`config.mk`:
```
export PLATFORM = sky130hd
export DESIGN_NAME = gcd_dispatch_ctrl
export DESIGN_NICKNAME = d
export VERILOG_FILES = /design/src/rtl/gcd_pkg.sv /design/src/rtl/rr_pick4.sv /design/src/rtl/gcd_dispatch_ctrl.sv
export SDC_FILE = /design/constraint.sdc
export NUM_CORES = 1
export LEC_CHECK = 0
export BUFFER_PORTS_ARGS = -buffer_cell sky130_fd_sc_hd__buf_2
export CAP_MARGIN = 25
export CORE_AREA = 5 5 62 50
export DETAILED_ROUTE_END_ITERATION = 12
export DIE_AREA = 0 0 67 55
export PLACE_DENSITY = 0.79
export SLEW_MARGIN = 30
export SYNTH_ARGS = -nofsm -noshare
export SYNTH_HDL_FRONTEND = slang
export SYNTH_SLANG_ARGS = --single-unit
```
`constraint.sdc`:
```
create_clock -name clk -period 3.2 [get_ports clk]
set_clock_uncertainty 0.05 [all_clocks]
set_input_delay 0.64 -clock clk [delete_from_list [all_inputs] [get_ports clk]]
set_output_delay 0.64 -clock clk [all_outputs]
set_load 0.005 [all_outputs]
```
`src/rtl/gcd_pkg.sv`:
```
// Shared types for the GCD worker dispatch controller: worker count, worker index
// and the two-state dispatch FSM encoding.
package gcd_pkg;

  localparam int NUM_WORKERS = 4;

  typedef logic [1:0] worker_idx_t;

  typedef enum logic [0:0] {
    IDLE  = 1'b0,
    ISSUE = 1'b1
  } dispatch_state_t;

  function automatic logic [NUM_WORKERS-1:0] worker_onehot(input worker_idx_t idx);
    logic [NUM_WORKERS-1:0] oh;
    case (idx)
      2'd0:    oh = 4'b0001;
      2'd1:    oh = 4'b0010;
      2'd2:    oh = 4'b0100;
      2'd3:    oh = 4'b1000;
      default: oh = 4'b0000;
    endcase
    return oh;
  endfunction

endpackage

```
`src/rtl/rr_pick4.sv`:
```
// Round-robin idle-worker picker: first non-busy worker after rr_ptr, wrapping 3->0.
module rr_pick4
  import gcd_pkg::*;
(
  input  logic [NUM_WORKERS-1:0] busy,
  input  worker_idx_t            rr_ptr,
  output worker_idx_t            pick,
  output logic                   any_free
);

  worker_idx_t cand_s;
  logic        found_s;

  // Scan rr_ptr+1 .. rr_ptr+4 and keep the first idle candidate.
  always_comb begin
    pick    = rr_ptr + 2'd1;
    found_s = 1'b0;
    cand_s  = rr_ptr;
    for (int k = 1; k <= NUM_WORKERS; k++) begin
      cand_s = rr_ptr + worker_idx_t'(k);
      if (!found_s && !busy[cand_s]) begin
        pick    = cand_s;
        found_s = 1'b1;
      end else begin
        found_s = found_s;
      end
    end
    any_free = ~&busy;
  end

endmodule

```
`src/rtl/gcd_dispatch_ctrl.sv`:
```
// Dispatch controller for four GCD workers behind a 2-bit demux: round-robin issue,
// one-cycle start strobe, per-worker busy tracking. GCD_DISPATCH_STATS_EN adds counters.
module gcd_dispatch_ctrl
  import gcd_pkg::*;
#(
  parameter int DATA_W = 8
) (
  input  logic                   clk,
  input  logic                   rst_n,
  input  logic                   in_valid,
  output logic                   in_ready,
  input  logic [DATA_W-1:0]      in_op_a,
  input  logic [DATA_W-1:0]      in_op_b,
  output worker_idx_t            sel,
  output logic                   start,
  output logic [DATA_W-1:0]      op_a_q,
  output logic [DATA_W-1:0]      op_b_q,
  input  logic [NUM_WORKERS-1:0] worker_done,
  output logic [NUM_WORKERS-1:0] busy
`ifdef GCD_DISPATCH_STATS_EN
  ,
  output logic [15:0]            jobs_issued,
  output logic                   spurious_done
`endif
);

  dispatch_state_t        state_r;
  worker_idx_t            rr_ptr_r;
  worker_idx_t            pick_s;
  logic                   any_free_s;
  logic                   accept_s;
  logic [NUM_WORKERS-1:0] grant_s;
  logic [NUM_WORKERS-1:0] busy_nxt_s;

  rr_pick4 u_pick (
    .busy     (busy),
    .rr_ptr   (rr_ptr_r),
    .pick     (pick_s),
    .any_free (any_free_s)
  );

  // Handshake and next busy vector; done on an idle worker is a no-op by construction.
  always_comb begin
    accept_s   = (state_r == IDLE) && in_valid && in_ready && any_free_s;
    grant_s    = accept_s ? worker_onehot(pick_s) : 4'b0000;
    busy_nxt_s = (busy & ~worker_done) | grant_s;
  end

  // Dispatch FSM; in_ready is registered from the next-cycle state and busy vector.
  always_ff @(posedge clk or negedge rst_n) begin
    if (!rst_n) begin
      state_r  <= IDLE;
      rr_ptr_r <= 2'd3;
      busy     <= 4'b0000;
      sel      <= 2'd0;
      start    <= 1'b0;
      op_a_q   <= '0;
      op_b_q   <= '0;
      in_ready <= 1'b1;
    end else begin
      busy <= busy_nxt_s;
      case (state_r)
        IDLE: begin
          if (accept_s) begin
            state_r  <= ISSUE;
            sel      <= pick_s;
            rr_ptr_r <= pick_s;
            op_a_q   <= in_op_a;
            op_b_q   <= in_op_b;
            start    <= 1'b1;
            in_ready <= 1'b0;
          end else begin
            start    <= 1'b0;
            in_ready <= ~&busy_nxt_s;
          end
        end
        ISSUE: begin
          state_r  <= IDLE;
          start    <= 1'b0;
          in_ready <= ~&busy_nxt_s;
        end
        default: begin
          state_r  <= IDLE;
          start    <= 1'b0;
          in_ready <= 1'b0;
        end
      endcase
    end
  end

`ifdef GCD_DISPATCH_STATS_EN
  logic spurious_s;

  // Done pulses that arrive for an idle worker.
  always_comb begin
    spurious_s = |(worker_done & ~busy);
  end

  // Issue counter (wraps naturally) and sticky spurious-done flag.
  always_ff @(posedge clk or negedge rst_n) begin
    if (!rst_n) begin
      jobs_issued   <= 16'h0000;
      spurious_done <= 1'b0;
    end else begin
      if (accept_s) begin
        jobs_issued <= jobs_issued + 16'd1;
      end else begin
        jobs_issued <= jobs_issued;
      end
      spurious_done <= spurious_done | spurious_s;
    end
  end
`endif

endmodule

```
[Word-level counts from Yosys, hierarchy flattened]
Index checks and enable logic that the tools add are counted.
Storage, ports and cells
  bits in registers: 26
  input bits: 23
  output and inout port bits: 24
  word-level logic and storage cells: 58
Operators by class
  add/sub/neg operators: 3
  order comparisons: 4
  equality and inequality tests: 3
  muxes and demuxes: 20
  bitwise gates (word level): 4
  reductions and logical operators: 17
Operators with widths (number)
  4-bit one-hot mux with 4 select lines: 1
  2-bit by 3-bit < comparator with 1-bit output, second input constant: 4
  1-bit two-way mux: 9
  1-bit binary-select mux with 2-bit select: 4
  4-bit AND reduction: 2
  1-bit zero test: 7
  1-bit logical AND: 6
  2-bit two-way mux: 3
  2-bit adder, second input constant: 2
  4-bit bitwise AND: 1
  2-bit equality test, second input constant: 2
  4-bit two-way mux: 1
  4-bit NOT: 1
  4-bit OR: 1
  1-bit one-hot mux with 2 select lines: 2
  2-bit by 1-bit adder with 2-bit output, second input constant: 1
  2-bit by 1-bit equality test with 1-bit output, second input constant: 1
  2-bit zero test: 1
  2-bit AND reduction: 1
  1-bit NOT: 1

[Longest topological paths before layout]
Gate-level depths: netlist of the first run.
  depth in word-level cells: 20
  mapped depth: 7

[Modules after synthesis]
From an unflattened synthesis of the first run, not the netlist that was laid out.
Unflattened totals
  cells, all modules: 78
  area total of the unflattened synthesis: 1138.6 µm²
Modules (own cells, without submodules)
  gcd_dispatch_ctrl: times used 1, cells each 62, area an instance 1039.7 µm²
  rr_pick4: times used 1, cells each 16, area an instance 98.8 µm²

[Worst setup path before layout of the first run]
No wires, ideal clock.
  path kind: input to register
  start point: input port in_valid
  end point: register sel[1]
  library setup time: 0.127 ns
  arrival time: 1.531 ns
  data required time: 3.023 ns
  path slack: 1.492 ns
  stages on the path: 5
  path buffers: 1
  cells stage by stage: nand2_1 > a311o_1 > buf_4 > inv_4 > mux2_1
Between the ends
  cells in the longest elaborated chain, start to end: 4
RTL lines
  start: declaration: line gcd_dispatch_ctrl.sv:10  | input logic in_valid,
  1-bit logical AND (3 in a row): line gcd_dispatch_ctrl.sv:44  | accept_s = (state_r == IDLE) && in_valid && in_ready && any_free_s;
  2-bit AND reduction (no source line)
  end signal: assignment: line gcd_dispatch_ctrl.sv:66  | sel <= pick_s;
  end: declaration: line gcd_dispatch_ctrl.sv:14  | output worker_idx_t sel,
No other way between the ends.
A chain may end at the register's enable or synchronous reset.

[Final worst setup path of the first run]
  start point: register busy[1]
  end point: register sel[1]
Between the ends
  cells in the longest elaborated chain, start to end: 11
  elaborated cells between the ends (all ways): 26
  those cells by class: 14 x mux; 12 x reduce/logical
RTL lines
  start: declaration: line gcd_dispatch_ctrl.sv:19  | output logic [NUM_WORKERS-1:0] busy
  start signal: assignment: line gcd_dispatch_ctrl.sv:61  | busy <= busy_nxt_s;
  1-bit binary-select mux with 2-bit select: line rr_pick4.sv:21  | if (!found_s && !busy[cand_s]) begin
  1-bit two-way mux (not written as such): line rr_pick4.sv:21
  1-bit zero test: line rr_pick4.sv:21
  1-bit logical AND: line rr_pick4.sv:21
  1-bit two-way mux: line rr_pick4.sv:21
  1-bit zero test: line rr_pick4.sv:21
  1-bit logical AND: line rr_pick4.sv:21
  1-bit two-way mux: line rr_pick4.sv:21
  1-bit zero test: line rr_pick4.sv:21
  1-bit logical AND: line rr_pick4.sv:21
  2-bit two-way mux: line rr_pick4.sv:21
Several ways; a longest one is shown, not always the timed one. The select of a mux whose other input is x is not followed.

==> metrics.yaml, run 1 <==
outcome:
  outcome: "finished clean"
timing:
  hold_violations: 0
  setup_tns_ns: 0
  worst_slew_pin_slew_ns: 0.824
  fmax_ghz: 0.451
  period_share: 0.693
  setup_viol: 0
  fin_crit_ns: 2.22
  slew_viol_final: 0
  rsz0062_at_grt: "no"
  fin_ws_ns: 0.982
  slew-limit-headroom: 0.451
synthesis:
  synth.avg_cell_area_um2: 10.1
  yosysWarnings: 0
  syn_inst: 113
  syn-num-nets: 136
  yosysSeqAreaShare: 0.572
  ys_seq_elements: 26
  ys_types: 29
  syn_area_um2: 1140
power_and_ir_drop:
  ir_drop_mv: 0.349
  p_leak_nw: 0.758
  p_per_area_nw_per_um2: 799
worst_setup_path:
  critPathTopFamily: "compound AO/OA/AOI/OAI gates"
  cp_max_fo: 26
  worstPathBufferInverterCount: 1
  slowest_delay_ns: 0.72
  path_class: "reg2reg"
  rr_worst_depth: 4
  crit_slowest_cell: "a311o_1"
  r2r_end: "sel[1]$_DFFE_PN0P_"
  critPathCaptureType: "register"
  r2r-start: "busy[1]$_DFF_PN0_"
  path_cells: "and2_1, a311o_1, inv_4, mux2_1"
  required_ns: 3.37
  critical_path.startpoint_type: "register"
  startpoint: "busy[1]$_DFF_PN0_"
  crit_arrival_ns: 2.39
  regToRegSetupSlack_ns: 0.98
layout:
  final_common_cell: "nand2_1"
  nNetsFinal: 182
  insertedDiodeCount: 0
  final_cell_mix: "nand2_1 (51), buf_2 (46), dfrtp_1 (23)"
  layout-drive-gt1-share: 0.373
  stdcell_count: 194
  nFillCells: 214
  layout-area-overhead-vs-synth_pct: 23.7
global_route:
  grt_pass1_wl_mm: 4.35
  grt_max_degree: 27
  globalRouteOverflowTotal: 0
  track_usage: 0.163
  antenna_found_initial: 0
  grt_pass1_vias: 954
cts:
  holdBufCountCts: 0
  clk_latency_ns: 0.32
  cts_buffers: 3
  cts.clk_slew.worst_paths_ns: 0.14
  cts_buffer_depth: 2
  cts_tree: "yes"
  post-cts-setup-buffer-count: 0
  htree_levels: 1
  post_cts_resized: 0
  cts-root-buf: "clkbuf_4"
  cts_sinks: 26
die:
  core.rowCount: 16
  die_w_um: 67
  dieArea_um2: 3690
  ios: 47
  die_h_um: 55
  start_util: 0.465
  core_region_area_um2: 2460
routing:
  viasPerCell: 4.98
  drt.antenna.violating_nets: 0
  wirelength_mm: 2.69
  routedWlPerCell_um: 13.9
  first_pass_iters: 4
  vias: 966
  drc_errors: 0
  drt_iter0_drc: 24
place:
  pre_cts_ws_ns: 0.942
  placed_cells: 190
  io_buffers: 46
  place_congestion: 0.748
  hpwl_mm: 2.01
min_path:
  hp-class: "in2async"
run:
  maxCapViolations: 0
[power by group]
| group | internal [mW] | total [mW] | switching (mW) |
|---|---|---|---|
| Sequential | 0.430 | 0.532 | 0.101 |
| Clock | 0.0696 | 0.164 | 0.0943 |
| Combinational | 0.202 | 0.436 | 0.234 |
[kinds of logic (layout without fill, tap and decap cells)]
kind of cell / count (synthesis) / in the layout / synth area share
mux: 2 / 2 / 0.0197
buf+inv: 10 / 55 / 0.0535
simple gates: 58 / 58 / 0.207
compound gates: 16 / 16 / 0.141
flops: 26 / 26 / 0.572
xor+xnor: 1 / 1 / 0.00765
[metal layers]
layer / track usage / part of all wire / vias up
met2: 0.272 / 0.49 / 33
met1: 0.187 / 0.41 / 457
met5: 0 / 0 / -
met3: 0.0343 / 0.054 / 13
met4: 0.121 / 0.048 / 0
li1: - / - / 463
[worst max-delay path by stage]
stage	slack, ns	depth (start not counted)	to
final	0.98	4	sel[1]$_DFFE_PN0P_
after global routing	0.83	4	sel[1]$_DFFE_PN0P_
after CTS	1.00	4	sel[1]$_DFFE_PN0P_
after detailed placement	0.94	5	sel[1]$_DFFE_PN0P_
after global placement	1.00	5	sel[1]$_DFFE_PN0P_
after floorplan	1.49	5	sel[1]$_DFFE_PN0P_
[per-stage QoR]
step                      area, um2   util  power [mW]  hold slack [ns]
after CTS                      1420  0.575        1.14            0.252
final                          1420  0.575        1.13            0.242
after global routing           1420  0.575        1.21            0.267
after floorplan                1140      -       0.812            0.294
after detailed placement       1380  0.560       0.979            0.414
after global placement         1380  0.560       0.941            0.407
[cell type report]
| cell class | count | area, um2 | area share |
|---|---|---|---|
| clock buffer | 4 | 36.3 | 0.0256 |
| multi-input combinational | 77 | 429 | 0.303 |
| sequential | 26 | 654 | 0.462 |
| tap | 36 | 45.0 | 0.0318 |
| inverter | 5 | 21.3 | 0.0150 |
| timing repair buffer | 46 | 230 | 0.163 |
[Yosys cell counts (all sizes together)]
library cell	number	area [um2]
clkbuf	1	5.00
nor4b	1	8.76
a221oi	1	15.0
a211oi	1	20.0
a41oi	1	8.76
a32o	2	20.0
a221o	1	10.0
dfstp	3	78.8
a21boi	1	7.51
nor3	1	5.00
o2bb2ai	1	15.0
dfrtp	23	576
inv	5	21.3
xor2	1	8.76
o22ai	1	6.26
buf	4	35.0
o31a	1	8.76
nor2	3	11.3
a311o	1	10.0
a21oi	3	15.0
o32ai	2	25.0
mux2	2	22.5
nor2b	1	13.8
and2	1	6.26
nand2	51	191
[sequential cells by signal, summed over array words and instances (netlist names)]
signal / count
op_a_q: 8
op_b_q: 8
busy: 4
rr_ptr_r: 2
sel: 2
in_ready: 1
state_r: 1
[worst register-to-register path: cells and delay by family, from the launching register on]
kind / cells / cell delay (ns)
AOI/OAI and AO/OA: 1 / 0.72
DFF: 1 / 0.51
muxes: 1 / 0.37
buffers and inverters: 1 / 0.27
and+or+nand+nor: 1 / 0.20
Note: power is estimated with default switching activity, not from simulation.
==> run 2, diff against run 1 <==
--- a/config.mk
+++ b/config.mk
@@ -7,10 +7,10 @@
 export LEC_CHECK = 0
 export BUFFER_PORTS_ARGS = -buffer_cell sky130_fd_sc_hd__buf_2
 export CAP_MARGIN = 25
-export CORE_AREA = 5 5 62 50
+export CORE_AREA = 5 5 64 52
 export DETAILED_ROUTE_END_ITERATION = 12
-export DIE_AREA = 0 0 67 55
-export PLACE_DENSITY = 0.79
+export DIE_AREA = 0 0 69 57
+export PLACE_DENSITY = 0.74
 export SLEW_MARGIN = 30
 export SYNTH_ARGS = -nofsm -noshare
 export SYNTH_HDL_FRONTEND = slang
==> constraint.sdc (replaced) <==
create_clock -name clk -period 2.2 [get_ports clk]
set_clock_uncertainty 0.05 [all_clocks]
set_input_delay 0.44 -clock clk [delete_from_list [all_inputs] [get_ports clk]]
set_output_delay 0.44 -clock clk [all_outputs]
set_load 0.005 [all_outputs]
==> run 2 against run 1 <==
Count of clock-buffer cells in the layout stayed put. Sequential power up 46%. Die area up 6.7%. Routed wire length down 1.3%. Final area up 0.71%. Critical path depth unchanged. Non-clock buffer count increased by 1. Setup slack got worse by 0.61 ns.
==> metrics.yaml, run 2 (same netlist as run 1, synthesis figures left out) <==
outcome:
  outcome: "finished clean"
routing:
  wirelength_mm: 2.66  # -1.3%
  drt.antenna.violating_nets: 0  # unchanged
  drc_errors: 0  # unchanged
  first_pass_iters: 4  # unchanged
  drt_iter0_drc: 42  # +75%
  routedWlPerCell_um: 13.5  # -2.8%
  vias: 952  # -1.4%
  viasPerCell: 4.83  # -3.0%
die:
  die_w_um: 69  # +3.0%
  ios: 47  # unchanged
  dieArea_um2: 3930  # +6.7%
  core_region_area_um2: 2720  # +11%
  start_util: 0.420  # -0.0444
  die_h_um: 57  # +3.6%
  core.rowCount: 17  # +1
timing:
  rsz0062_at_grt: "no"
  slew-limit-headroom: 0.630  # +0.179
  period_share: 0.832  # +0.139
  worst_slew_pin_slew_ns: 0.556  # -0.268 ns
  setup_tns_ns: 0  # unchanged
  fmax_ghz: 0.547  # +21%
  fin_crit_ns: 1.83  # -0.388 ns
  slew_viol_final: 0  # unchanged
  hold_violations: 0  # unchanged
  setup_viol: 0  # unchanged
worst_setup_path:
  path_class: "reg2reg"
  critical_path.startpoint_type: "register"
  critPathTopFamily: "flip-flops"
  crit_arrival_ns: 2.00  # -0.39 ns
  critPathCaptureType: "register"
  worstPathBufferInverterCount: 1  # unchanged
  slowest_delay_ns: 0.49  # -0.23 ns
  required_ns: 2.37  # -1.00 ns
  cp_max_fo: 26  # unchanged
  crit_slowest_cell: "dfrtp_1"
  path_cells: "and2_1, a311o_1, inv_4, mux2_1"
cts:
  post_cts_resized: 0  # unchanged
  cts_buffer_depth: 2  # unchanged
  cts_tree: "yes"
  cts_buffers: 3  # unchanged
  cts-root-buf: "clkbuf_4"
  htree_levels: 1  # unchanged
  cts.clk_slew.worst_paths_ns: 0.14  # about the same
  holdBufCountCts: 0  # unchanged
  cts_sinks: 26  # unchanged
  clk_latency_ns: 0.32  # about the same
  post-cts-setup-buffer-count: 0  # unchanged
global_route:
  track_usage: 0.136  # -0.0266
  antenna_found_initial: 0  # unchanged
  grt_pass1_wl_mm: 4.42  # +1.4%
  globalRouteOverflowTotal: 0  # unchanged
  grt_max_degree: 27  # unchanged
  grt_pass1_vias: 1005  # +5.3%
place:
  hpwl_mm: 2.01  # -0.35%
  io_buffers: 46  # unchanged
  placed_area_um2: 1390  # +0.73%
  place_congestion: 0.744  # -0.52%
run:
  maxCapViolations: 0  # unchanged
layout:
  final_common_cell: "nand2_1"
  layout-area-overhead-vs-synth_pct: 24.6
  final_cell_mix: "nand2_1 (51), buf_2 (46), dfrtp_1 (23)"
  finalInstanceArea_um2: 1430  # +0.71%
  insertedDiodeCount: 0  # unchanged
  nFillCells: 268  # +25%
  nNetsFinal: 183  # +0.55%
  layout-drive-gt1-share: 0.377  # +0.00394
  reg_top3: "op_a_q x8, op_b_q x8, busy x4"
power_and_ir_drop:
  ir_drop_mv: 0.520  # +49%
  p_leak_nw: 0.763  # +0.59%
  p_per_area_nw_per_um2: 1150  # +44%
min_path:
  hp-class: "in2async"
-- run 2: power by group --
part           internal (mW)  total, mW  switching [mW]
clock network          0.101      0.241           0.140
registers              0.626      0.776           0.150
logic                  0.297      0.624           0.327
-- run 2: cell type report --
type | instances | area, um2 | share of cell area
flip-flops and latches | 26 | 654 | 0.459
multi-input cells | 77 | 429 | 0.301
repair buffers | 47 | 238 | 0.167
well taps | 38 | 47.5 | 0.0333
clock buffers | 4 | 36.3 | 0.0254
inverters | 5 | 21.3 | 0.0149
-- run 2: metrics by stage --
| step | hold slack, ns | power (mW) | setup slack [ns] | std cells | utilization |
|---|---|---|---|---|---|
| 2_1_floorplan | 0.0944 | 1.18 | 0.508 | 113 | - |
| 3_3_place_gp | 0.404 | 1.38 | 0.452 | 193 | 0.511 |
| 3_5_place_dp | 0.410 | 1.41 | 0.400 | 193 | 0.511 |
| 4_1_cts | 0.0562 | 1.65 | 0.380 | 197 | 0.524 |
| 5_1_grt | 0.0773 | 1.75 | 0.303 | 197 | 0.524 |
| 6_report | 0.0341 | 1.64 | 0.370 | 197 | 0.524 |
-- run 2: metal layers --
layer  vias to the layer above  GRT usage  wire (um)
li1                        462          -          -
met1                       456      0.158       1130
met2                        32      0.243       1340
met3                         2     0.0405        172
met4                         0     0.0446         14
met5                         -          0          0
-- run 2: worst paths after layout --
kind | start | endpoint | slack (ns) | cells after the start
max in group asynchronous | rst_n | rr_ptr_r[0]$_DFFE_PN1P_ | 1.69 | 1
worst max register to register | busy[1]$_DFF_PN0_ | sel[1]$_DFFE_PN0P_ | 0.37 | 4
min in group clk | in_op_a[0] | op_a_q[0]$_DFFE_PN0P_ | 0.25 | 3
worst min register to register | op_a_q[7]$_DFFE_PN0P_ | op_a_q[7]$_DFFE_PN0P_ | 0.44 | 2
worst min-delay path | rst_n | op_b_q[2]$_DFFE_PN0P_ | 0.03 | 1
worst max-delay path | busy[1]$_DFF_PN0_ | sel[1]$_DFFE_PN0P_ | 0.37 | 4
-- run 2: worst register-to-register path, stage by stage, from the launching register on --
cell	delay, ns
dfrtp_1	0.49
and2_1	0.22
a311o_1	0.41
inv_4	0.22
mux2_1	0.34
==> run 3, diff against run 2 <==
--- a/config.mk
+++ b/config.mk
@@ -7,10 +7,10 @@
 export LEC_CHECK = 0
 export BUFFER_PORTS_ARGS = -buffer_cell sky130_fd_sc_hd__buf_2
 export CAP_MARGIN = 25
-export CORE_AREA = 5 5 64 52
+export CORE_AREA = 5 5 67 54
 export DETAILED_ROUTE_END_ITERATION = 12
-export DIE_AREA = 0 0 69 57
-export PLACE_DENSITY = 0.74
+export DIE_AREA = 0 0 72 59
+export PLACE_DENSITY = 0.71
 export SLEW_MARGIN = 30
 export SYNTH_ARGS = -nofsm -noshare
 export SYNTH_HDL_FRONTEND = slang
==> constraint.sdc (replaced) <==
create_clock -name clk -period 1.5 [get_ports clk]
set_clock_uncertainty 0.05 [all_clocks]
set_input_delay 0.3 -clock clk [delete_from_list [all_inputs] [get_ports clk]]
set_output_delay 0.3 -clock clk [all_outputs]
set_load 0.005 [all_outputs]
==> run 3 against run 2 <==
The run now ends with setup timing left. Clock power grew 150%. Critical path depth grew 1. Die area grew 8.0%. Register-to-register slack lost 0.50 ns. Via count grew 10%. Global-route usage grew 1.9 points. Count of clock-buffer cells in the layout shrank 1. Cell count grew 9.6%. Largest cell class unchanged. Largest power group is now combinational logic.
==> metrics.yaml, run 3 (same netlist as run 1, synthesis figures left out) <==
worst_setup_path:
  critical_path.startpoint_type: "register"
  path_cells: "buf_6, nor2_2, o31a_1, a211oi_4, a32o_2"
  worstPathBufferInverterCount: 1  # unchanged
  cp_max_fo: 6  # -77%
  critPathTopFamily: "compound AO/OA/AOI/OAI gates"
  slowest_delay_ns: 0.56  # +0.07 ns
  critPathCaptureType: "register"
  required_ns: 1.67  # -0.70 ns
  r2r-start: "rr_ptr_r[0]$_DFFE_PN1P_"
  startpoint: "rr_ptr_r[0]$_DFFE_PN1P_"
  path_class: "reg2reg"
  crit_arrival_ns: 1.80  # -0.20 ns
  crit_slowest_cell: "dfstp_2"
timing:
  worst_slew_pin_slew_ns: 0.587  # +0.0312 ns
  slew_viol_final: 0  # unchanged
  hold_violations: 0  # unchanged
  fin_crit_ns: 1.63  # -0.202 ns
  fmax_ghz: 0.614  # +12%
  period_share: 1.09  # +0.254
  setup_viol: 8  # +8
  hold_ws_ns: 0.152  # +0.118 ns
  rsz0062_at_grt: "yes"
  slew-limit-headroom: 0.609  # -0.0208
  fin_ws_ns: -0.128  # -0.498 ns
routing:
  drt_iter0_drc: 18  # -57%
  vias: 1050  # +10%
  routedWlPerCell_um: 15.0  # +11%
  drt.antenna.violating_nets: 0  # unchanged
  drc_errors: 0  # unchanged
  viasPerCell: 4.86  # +0.59%
  wirelength_mm: 3.23  # +21%
  first_pass_iters: 4  # unchanged
power_and_ir_drop:
  p_per_area_nw_per_um2: 1890  # +64%
  ir_drop_mv: 0.977  # +88%
  power_mw: 3.19  # +94%
  p_leak_nw: 0.899  # +18%
run:
  maxCapViolations: 0  # unchanged
die:
  die_h_um: 59  # +3.5%
  core_region_area_um2: 2850  # +4.7%
  ios: 47  # unchanged
  die_w_um: 72  # +4.3%
  core.rowCount: 17  # unchanged
  start_util: 0.402  # -0.0188
  dieArea_um2: 4250  # +8.0%
place:
  place_congestion: 0.838  # +13%
  hpwl_mm: 2.34  # +17%
  io_buffers: 46  # unchanged
global_route:
  antenna_found_initial: 0  # unchanged
  grt_pass1_wl_mm: 4.91  # +11%
  grt_max_degree: 27  # unchanged
  grt_pass1_vias: 1041  # +3.6%
  globalRouteOverflowTotal: 0  # unchanged
  track_usage: 0.155  # +0.0188
min_path:
  hp-class: "in2reg"
  min_from: "in_op_b[0]"
outcome:
  violations: "setup timing"
  outcome: "complete, but fails checks"
cts:
  cts_buffer_depth: 2  # unchanged
  cts.clk_slew.worst_paths_ns: 0.09  # -0.05 ns
  cts_tree: "yes"
  clk_latency_ns: 0.28  # -0.04 ns
  htree_levels: 1  # unchanged
  cts-root-buf: "clkbuf_8"
  cts_sinks: 26  # unchanged
  cts_buffers: 3  # unchanged
layout:
  reg_top3: "op_a_q x8, op_b_q x8, busy x4"
  post-route-util: 0.594  # +0.0696
  final_cell_mix: "nand2_1 (51), buf_2 (46), dfrtp_1 (21)"
  insertedDiodeCount: 0  # unchanged
  layout-area-overhead-vs-synth_pct: 47.8
  layout-drive-gt1-share: 0.500  # +0.123
  nNetsFinal: 202  # +10%
  final_common_cell: "nand2_1"
  nFillCells: 241  # -10%
  multi_input_area_um2: 470  # +9.6%
  layout.area.seq_um2: 657  # +0.38%
[run 3: worst register-to-register path, stage by stage, from the launching register on]
cell      delay, ns
dfstp_2        0.56
buf_6          0.11
nor2_2         0.03
o31a_1         0.27
a211oi_4       0.31
a32o_2         0.24
[run 3: final timing paths]
path                                              end  slack, ns  cells after the start
worst max-delay path                busy[2]$_DFF_PN0_      -0.13                      5
worst min-delay path            op_b_q[0]$_DFFE_PN0P_       0.15                      3
worst max register to register      busy[2]$_DFF_PN0_      -0.13                      5
worst min register to register  op_a_q[3]$_DFFE_PN0P_       0.43                      2
max in group asynchronous           busy[1]$_DFF_PN0_       0.49                      2
min in group asynchronous           busy[0]$_DFF_PN0_       0.49                      2
[run 3: timing repair]
item / in CTS / in global routing
setup endpoints to repair: 23 / 23
hold buffers: 1 / 0
buffers inserted: 2 / 2
gates resized for setup: 6 / 10
endpoints found under the hold margin: 23 / 0
pin swaps: 4 / 2
[run 3: area by class of cell]
class                   instances  share of cell area
clock buffers                   3              0.0244
well taps                      38              0.0281
inverters                       5              0.0155
multi-input cells              77               0.278
clock inverters                 1              0.0178
flip-flops and latches         26               0.388
repair buffers                 66               0.248
[run 3: metrics by stage]
stage          setup TNS, ns  instances  instance area (um2)  setup WS (ns)
2_1_floorplan         -0.190        113                 1170        -0.0515
3_3_place_gp          -0.437        207                 1520        -0.0525
3_5_place_dp           -1.15        207                 1520         -0.109
4_1_cts               -0.466        214                 1640         -0.110
5_1_grt                -1.05        216                 1690         -0.164
6_report              -0.685        216                 1690         -0.128
[run 3: where the power goes]
group	total (mW)	internal (mW)	switching, mW	leakage (nW)
Sequential	1.06	0.923	0.139	0.316
Clock	0.595	0.358	0.237	0.0357
Combinational	1.54	0.797	0.739	0.548
Total	3.19	2.08	1.11	0.899
[run 3: layer usage]
layer | global-route usage | vias to the layer above | wire length [um]
met5 | 0 | - | 0
met4 | 0.0804 | 0 | 94
met3 | 0.0458 | 8 | 217
met2 | 0.260 | 35 | 1630
met1 | 0.181 | 507 | 1290
li1 | - | 500 | -
